==> src/rtl/mmm_seq_ctrl_pkg.sv <==
// Shared definitions for the Montgomery multiplier sequencer: datapath
// register enable codes and the sequencer state encoding.
package mmm_seq_ctrl_pkg;

  typedef enum logic [1:0] {
    DO_NOTHING    = 2'b00,
    SHIFT_LEFT    = 2'b01,
    SHIFT_RIGHT   = 2'b10,
    PARALLEL_LOAD = 2'b11
  } en_code_t;

  typedef enum logic [3:0] {
    IDLE  = 4'd0,
    INIT  = 4'd1,
    CHECK = 4'd2,
    LOAD  = 4'd3,
    SHIFT = 4'd4,
    ACC   = 4'd5,
    ACC2  = 4'd6,
    FINAL = 4'd7,
    SUB   = 4'd8,
    DONE  = 4'd9
  } state_t;

endpackage

==> src/rtl/mmm_seq_ctrl_iter.sv <==
// Bit-iteration counter for the Montgomery sequencer. Clears, advances by
// one or two bits, and flags whether iterations remain and whether at least
// two bits remain (needed to decide on a second radix-4 accumulate).
module mmm_iter_cnt #(
  parameter int unsigned CW = 4
) (
  input  logic          clk,
  input  logic          rst,
  input  logic          i_clr,
  input  logic          i_inc1,
  input  logic          i_inc2,
  input  logic [CW-1:0] i_n,
  output logic          o_lt_n,
  output logic          o_ge2
);

  logic [CW-1:0] r_cnt;
  logic [CW:0]   w_cnt_p2;

  // Counter register: clear has priority, then two-bit and one-bit steps
  always_ff @(posedge clk or posedge rst) begin
    if (rst) begin
      r_cnt <= '0;
    end else if (i_clr) begin
      r_cnt <= '0;
    end else if (i_inc2) begin
      r_cnt <= r_cnt + CW'(2);
    end else if (i_inc1) begin
      r_cnt <= r_cnt + CW'(1);
    end
  end

  // Remaining-bit flags; cnt+2 is formed one bit wider so it cannot wrap
  always_comb begin
    w_cnt_p2 = {1'b0, r_cnt} + (CW+1)'(2);
    o_lt_n   = (r_cnt < i_n);
    o_ge2    = (w_cnt_p2 <= {1'b0, i_n});
  end

endmodule

==> src/rtl/mmm_seq_ctrl.sv <==
// Sequencer for the Montgomery modular multiplier datapath. Runs n
// bit-iterations in radix-2 or radix-4 mode, then the conditional final
// subtraction, with a start/busy/done handshake and synchronous abort.
module mmm_seq_ctrl
  import mmm_seq_ctrl_pkg::*;
#(
  parameter  int unsigned M  = 8,
  localparam int unsigned CW = $clog2(M+1)
) (
  input  logic          clk,
  input  logic          rst,
  input  logic          start,
  input  logic          abort,
  input  logic          radix4,
  input  logic [CW-1:0] n,
  input  logic          ge_mod,
  output logic [1:0]    r1_en,
  output logic [1:0]    sr1_en,
  output logic [1:0]    sr2_en,
  output logic          clr_r1,
  output logic          clr_sr1,
  output logic          clr_sr2,
  output logic          sub_en,
  output logic          busy,
  output logic          done
);

  localparam logic [CW-1:0] N_MAX = CW'(M);

  state_t        r_state;
  state_t        w_state_nxt;
  logic [CW-1:0] r_n_l;
  logic          r_radix4;
  logic          w_latch;
  logic          w_clr;
  logic          w_inc1;
  logic          w_inc2;
  logic          w_lt_n;
  logic          w_ge2;

  mmm_iter_cnt #(.CW(CW)) u_cnt (
    .clk    (clk),
    .rst    (rst),
    .i_clr  (w_clr),
    .i_inc1 (w_inc1),
    .i_inc2 (w_inc2),
    .i_n    (r_n_l),
    .o_lt_n (w_lt_n),
    .o_ge2  (w_ge2)
  );

  // State register
  always_ff @(posedge clk or posedge rst) begin
    if (rst) begin
      r_state <= IDLE;
    end else begin
      r_state <= w_state_nxt;
    end
  end

  // Operation parameters captured when a request is accepted; n is clamped to M
  always_ff @(posedge clk or posedge rst) begin
    if (rst) begin
      r_n_l    <= '0;
      r_radix4 <= 1'b0;
    end else if (w_latch) begin
      r_n_l    <= (n > N_MAX) ? N_MAX : n;
      r_radix4 <= radix4;
    end
  end

  // Next state and counter control; abort overrides every transition and
  // suppresses counter updates so the count is left stale until INIT
  always_comb begin
    w_state_nxt = r_state;
    w_latch     = 1'b0;
    w_clr       = 1'b0;
    w_inc1      = 1'b0;
    w_inc2      = 1'b0;
    if (r_state != IDLE && abort) begin
      w_state_nxt = IDLE;
    end else begin
      case (r_state)
        IDLE: begin
          if (start && !abort) begin
            w_latch     = 1'b1;
            w_state_nxt = INIT;
          end
        end
        INIT: begin
          w_clr       = 1'b1;
          w_state_nxt = CHECK;
        end
        CHECK: w_state_nxt = w_lt_n ? LOAD : FINAL;
        LOAD:  w_state_nxt = SHIFT;
        SHIFT: w_state_nxt = ACC;
        ACC: begin
          if (r_radix4 && w_ge2) begin
            w_state_nxt = ACC2;
          end else begin
            w_inc1      = 1'b1;
            w_state_nxt = CHECK;
          end
        end
        ACC2: begin
          w_inc2      = 1'b1;
          w_state_nxt = CHECK;
        end
        FINAL:   w_state_nxt = ge_mod ? SUB : DONE;
        SUB:     w_state_nxt = DONE;
        DONE:    w_state_nxt = IDLE;
        default: w_state_nxt = IDLE;
      endcase
    end
  end

  // Moore output decode from the registered state
  always_comb begin
    r1_en   = DO_NOTHING;
    sr1_en  = DO_NOTHING;
    sr2_en  = DO_NOTHING;
    clr_r1  = 1'b0;
    clr_sr1 = 1'b0;
    clr_sr2 = 1'b0;
    sub_en  = 1'b0;
    busy    = (r_state != IDLE);
    done    = 1'b0;
    case (r_state)
      INIT: begin
        sr1_en  = PARALLEL_LOAD;
        clr_r1  = 1'b1;
        clr_sr2 = 1'b1;
      end
      LOAD:  sr2_en = PARALLEL_LOAD;
      SHIFT: sr2_en = SHIFT_RIGHT;
      ACC: begin
        r1_en  = PARALLEL_LOAD;
        sr1_en = SHIFT_RIGHT;
      end
      ACC2:  sr1_en = SHIFT_RIGHT;
      SUB: begin
        r1_en  = PARALLEL_LOAD;
        sub_en = 1'b1;
      end
      DONE:    done = 1'b1;
      default: ;
    endcase
  end

endmodule
==> config.mk <==
export PLATFORM = sky130hd
export DESIGN_NAME = mmm_seq_ctrl
export DESIGN_NICKNAME = d
export VERILOG_FILES = /design/src/rtl/mmm_seq_ctrl_pkg.sv /design/src/rtl/mmm_seq_ctrl_iter.sv /design/src/rtl/mmm_seq_ctrl.sv
export SDC_FILE = /design/constraint.sdc
export NUM_CORES = 1
export LEC_CHECK = 0
export CORE_MARGIN = 2
export CORE_UTILIZATION = 35
export CTS_CLUSTER_DIAMETER = 80
export DETAILED_ROUTE_END_ITERATION = 10
export PLACE_DENSITY = 0.64
export SYNTH_ARGS = -nofsm -noshare
export SYNTH_HDL_FRONTEND = slang
export SYNTH_SLANG_ARGS = --single-unit
==> constraint.sdc <==
create_clock -name clk -period 4 [get_ports clk]
set_clock_uncertainty 0.15 [all_clocks]
set_input_delay 0.4 -clock clk [delete_from_list [all_inputs] [get_ports clk]]
set_output_delay 0.4 -clock clk [all_outputs]
set_load 0.02 [all_outputs]
### Yosys cells after proc, flatten, opt, wreduce, memory -nomap -nowiden

Index checks and enable logic that the tools add are counted.

* add/subtract/negate cells: 3
* multipliers: 0
* div/mod/pow operators: 0
* order comparisons: 3
* equal/unequal tests: 10
* shifts and indexed selects: 0
* mux-type cells: 25
* bitwise logic cells: 0
* reductions and logical operators: 10

Operators with widths (count)
* $pmux W4 S8: 1
* $mux W4: 6
* $eq A4 B3 Y1 const B: 4
* $mux W1: 13
* $eq A4 B2 Y1 const B: 2
* $eq A4 B4 Y1 const B: 2
* $pmux W2 S2: 2
* $mux W3: 2
* $reduce_or A2 Y1: 3
* $add A4 B2 Y5 const B: 1
* $le A5 B4 Y1: 1
* $add A4 B1 Y4 const B: 1
* $add A4 B2 Y4 const B: 1
* $eq A4 B1 Y1 const B: 1
* $gt A4 B4 Y1 const B: 1
* $logic_not A4 Y1: 1
* $lt A4 B4 Y1: 1
* $reduce_bool A4 Y1: 1
* $logic_and A1 B1 Y1: 3
* $ne A3 B3 Y1 const B: 1
* $reduce_bool A3 Y1: 1
* $mux W2: 1
* $logic_not A1 Y1: 1

* register bits: 13
* bits in latches: 0
* memory bits (writable): 0
* memory bits (read-only): 0
* input port bits: 10
* output and inout bits: 12
* memories kept: 0

### Longest topological paths before layout

* word-level depth: 9
* mapped depth: 8

### Modules after synthesis

From an unflattened synthesis, not the netlist that was laid out.

* cells, all modules: 109
* area total of the unflattened synthesis: 1003.5 um^2

Modules (own cells, without submodules)
* mmm_seq_ctrl: instances 1, cells an instance 63, area each 606.8 um^2, sequential area each 225.2 um^2
* mmm_iter_cnt: instances 1, cells an instance 46, area each 396.6 um^2, sequential area each 100.1 um^2

### Worst setup path after synthesis

OpenSTA, ideal clock, no wires.

* path type: flip-flop to flip-flop
* start point: reg u_cnt.r_cnt[1]
* end point: reg u_cnt.r_cnt[3]
* library setup time: 0.069 ns
* arrival: 2.246 ns
* data required time: 3.781 ns
* slack: 1.536 ns
* stages on the path, launching flop included: 9
* buffers on the path: 0
* clock period less this slack: 2.464 ns
* cell sequence: dfrtp_1 > ha_1 > xor2_1 > ha_1 > and4_1 > a311oi_1 > o21a_1 > mux2_1 > nand3_1

* word-level cells in the longest chain between the ends: 7
* elaborated cells between the ends (all ways): 12

RTL lines
* start, declared: RTL line mmm_seq_ctrl_iter.sv:17 `logic [CW-1:0] r_cnt;`
* start signal, assigned: RTL line mmm_seq_ctrl_iter.sv:27 `r_cnt <= r_cnt + CW'(2);`
* start signal, assigned: RTL line mmm_seq_ctrl_iter.sv:29 `r_cnt <= r_cnt + CW'(1);`
* $add A4 B2 Y5: RTL line mmm_seq_ctrl_iter.sv:35 `w_cnt_p2 = {1'b0, r_cnt} + (CW+1)'(2);`
* $le A5 B4 Y1: RTL line mmm_seq_ctrl_iter.sv:37 `o_ge2 = (w_cnt_p2 <= {1'b0, i_n});`
* $logic_and A1 B1 Y1: RTL line mmm_seq_ctrl.sv:98 `if (r_radix4 && w_ge2) begin`
* $mux W1: RTL line mmm_seq_ctrl.sv:98
* $mux W1: RTL line mmm_seq_ctrl.sv:83 `case (r_state)`
* $mux W1: RTL line mmm_seq_ctrl.sv:80 `if (r_state != IDLE && abort) begin`
* $reduce_bool A3 Y1 (no source line)

Several ways; a longest one is shown, not always the timed one. The select of a mux whose other input is x is not followed.
A chain may end at the register's enable or synchronous reset.

### Final worst setup path

Same ends and word-level chain as after synthesis.

==> impl_metrics.env <==
export IMPL_min_period_ns=2.68
export IMPL_core_area_um2=2780
export IMPL_m1WireLength_um=1010
export IMPL_yosys_area_top_type_share_pct=31.6
export IMPL_vias=899
export IMPL_cts_sinks=13
export IMPL_grt_pass1_wl_um=3700
export IMPL_cts_root_buf="clkbuf_4"
export IMPL_wl_met2_um=959
export IMPL_async_flop_share_pct=100
export IMPL_cp_start_kind="flip-flop"
export IMPL_ys_ff_latch=13
export IMPL_crit_slowest_cell="dfrtp_1"
export IMPL_hold_path_class="input pin to asynchronous set/reset pin"
export IMPL_drv_slew=0
export IMPL_design_area_um2=1240
export IMPL_cp_arrival_ns=2.74
export IMPL_fin_cells=166
export IMPL_die_h_um=58.2
export IMPL_placedCellCount=162
export IMPL_setup_violations=0
export IMPL_drive_gt1_share_pct=3.70
export IMPL_fill_cells=288
export IMPL_fin_crit_sh_pct=66.9
export IMPL_n_antenna_cell=0
export IMPL_core_rowCount=19
export IMPL_ctsHoldBuffers=0
export IMPL_tns_ns=0
export IMPL_yosys_top_cells_area="dfrtp_1, ha_1, a21oi_1, nand2_1, nand2b_1"
export IMPL_syn_nets=139
export IMPL_syn_avg_cell_area_um2=8.58
export IMPL_tightest_slew_ns=0.513
export IMPL_nets=155
export IMPL_cts_buffers=3
export IMPL_antenna_found_initial=0
export IMPL_cp_common_cell="ha_1"
export IMPL_synth_cell_type_count=44
export IMPL_cts_tree="built"
export IMPL_netlist_instances=120
export IMPL_routedWlPerCell_um=12.9
export IMPL_clock_path_buffers=2
export IMPL_clk_latency_ns=0.28
export IMPL_ir_worst_vdd_v=0.000247
export IMPL_slew_headroom_pct=65.8
export IMPL_place_hpwl_um=1640
export IMPL_remaining_drc_errors=0
export IMPL_finalPower_mw=0.519
export IMPL_ys_seq_area_share_pct=31.6
export IMPL_htreeDepth=1
export IMPL_ios=22
export IMPL_drt_first_pass_iters=4
export IMPL_grt_usage_pct=14.3
export IMPL_crit_chain="ha_1, xor2_1, ha_1, and4_1, a311oi_1, o21a_1, mux2_1, nand3_1"
export IMPL_leakage_nw=0.521
export IMPL_finalWeightedCongestion=0.846
export IMPL_end_kind="flip-flop"
export IMPL_initial_utilization_pct=37.0
export IMPL_drt_iter0_drc=18
export IMPL_yosys_top_cells_count="dfrtp_1, nand2_1, ha_1"
export IMPL_outcome="completed"
export IMPL_grt_max_degree=15
export IMPL_final_core_util_pct=44.6
export IMPL_fmax_ghz=0.374
export IMPL_synth_edf_count=0
export IMPL_setup_worst_path_class="flip-flop to flip-flop"
export IMPL_holdWs_ns=0.298
export IMPL_die_w_um=58.2
export IMPL_place_area_um2=1210
export IMPL_syn_to_final_growth_pct=20.5
export IMPL_route_met3_wl_um=153
export IMPL_viasPerCell=5.42
export IMPL_multi_input_area_um2=624
export IMPL_yosys_most_used_dff="dfrtp_1"
export IMPL_overflow=0
export IMPL_cts_clk_slew_worst_paths_ns=0.08
export IMPL_preCtsSetupSlack_ns=1.32
export IMPL_cts_resized_gates=0
export IMPL_p_per_area_nw_per_um2=418
export IMPL_crit_fanout=7
export IMPL_rsz0062_at_grt="no"
export IMPL_die_area_um2=3390
export IMPL_max_stage_delay_ns=0.46
export IMPL_maxCapViolCount=0
export IMPL_yosysMostFrequentCell="dfrtp_1"
export IMPL_finalHoldViolations=0
export IMPL_highest_layer="met4"
export IMPL_mappedNetlistArea_um2=1030
export IMPL_portBuffers=20
export IMPL_setup_ws_ns=1.32
export IMPL_cp_required_ns=4.07
export IMPL_postRouteWirelength_um=2140
export IMPL_ant_nets=0
export IMPL_cts_setup_buffers=0
export IMPL_grt_pass1_vias=820
export IMPL_ys_warnings_count=0
export IMPL_synth_top_area_cell="dfrtp_1"
export IMPL_regArea_um2=325
## per-layer routing
| layer | up-vias | track usage [%] |
|---|---|---|
| met2 | 29 | 23.1 |
| met3 | 2 | 4.91 |
| met1 | 414 | 17.5 |
| met4 | 0 | 5.32 |
| li1 | 454 | - |
| met5 | - | 0 |
## critical path: cells and delay by family, from the launching register on
| family | cells | cell delay [ns] |
|---|---|---|
| fa+ha+maj | 2 | 0.62 |
| compound gates | 2 | 0.61 |
| flops | 1 | 0.46 |
| mux | 1 | 0.33 |
| simple gates | 2 | 0.29 |
| xor+xnor | 1 | 0.16 |
## path summary, 6_finish.rpt
| path | start | to | slack [ns] | cells past startpoint |
|---|---|---|---|---|
| setup reg to reg | u_cnt.r_cnt[1] | u_cnt.r_cnt[3] | 1.32 | 8 |
| hold reg to reg | r_n_l[1] | r_n_l[1] | 0.34 | 2 |
| max in group asynchronous | rst | u_cnt.r_cnt[0] | 3.05 | 2 |
| min in group clk | r_n_l[1] | r_n_l[1] | 0.34 | 2 |
| hold / removal | rst | r_state[1] | 0.30 | 2 |
| setup / recovery | u_cnt.r_cnt[1] | u_cnt.r_cnt[3] | 1.32 | 8 |
## layout make-up
class	count	area share (%)
sequential	13	26.2
tap	31	3.13
timing repair buffer	20	16.1
multi-input combinational	91	50.3
clock buffer	4	2.12
inverter	7	2.12
## where the power goes
group	switching [mW]	leakage (nW)	internal, mW
clock	0.0423	0.0150	0.0387
combinational	0.127	0.339	0.117
sequential	0.0357	0.167	0.159
## cells by family (layout without fill, tap and decap cells)
family / count (synthesis) / in the layout / synth area share [%]
other: 1 / 1 / 0.364
buffers and inverters: 16 / 31 / 7.78
XOR/XNOR: 3 / 3 / 2.55
flip-flops: 13 / 13 / 31.6
multiplexers: 4 / 4 / 4.25
adder cells (fa/ha/maj): 9 / 9 / 10.9
AND/OR/NAND/NOR: 51 / 51 / 28.7
AO/OA/AOI/OAI: 23 / 23 / 13.9
## cells in the final DEF (no fill, tap or decap), types with 2 or more instances in the layout
cell type and n:
xor2_1 2, nand3b_1 3, nand4b_1 3, nor2b_1 2, a21oi_1 8, nor2_1 6, clkdlybuf4s50_1 20, nand2_1 10
nor3_1 3, inv_1 7, clkbuf_4 3, o21ai_1 4, nand3_1 7, mux2_1 2, ha_1 9, nand2b_1 6
dfrtp_1 13
## sequential cells by signal (all words and copies together) (netlist names)
name,count
r_n_l,4
r_radix4,1
r_state,4
u_cnt.r_cnt,4
Power figures use the tool's default switching activity.
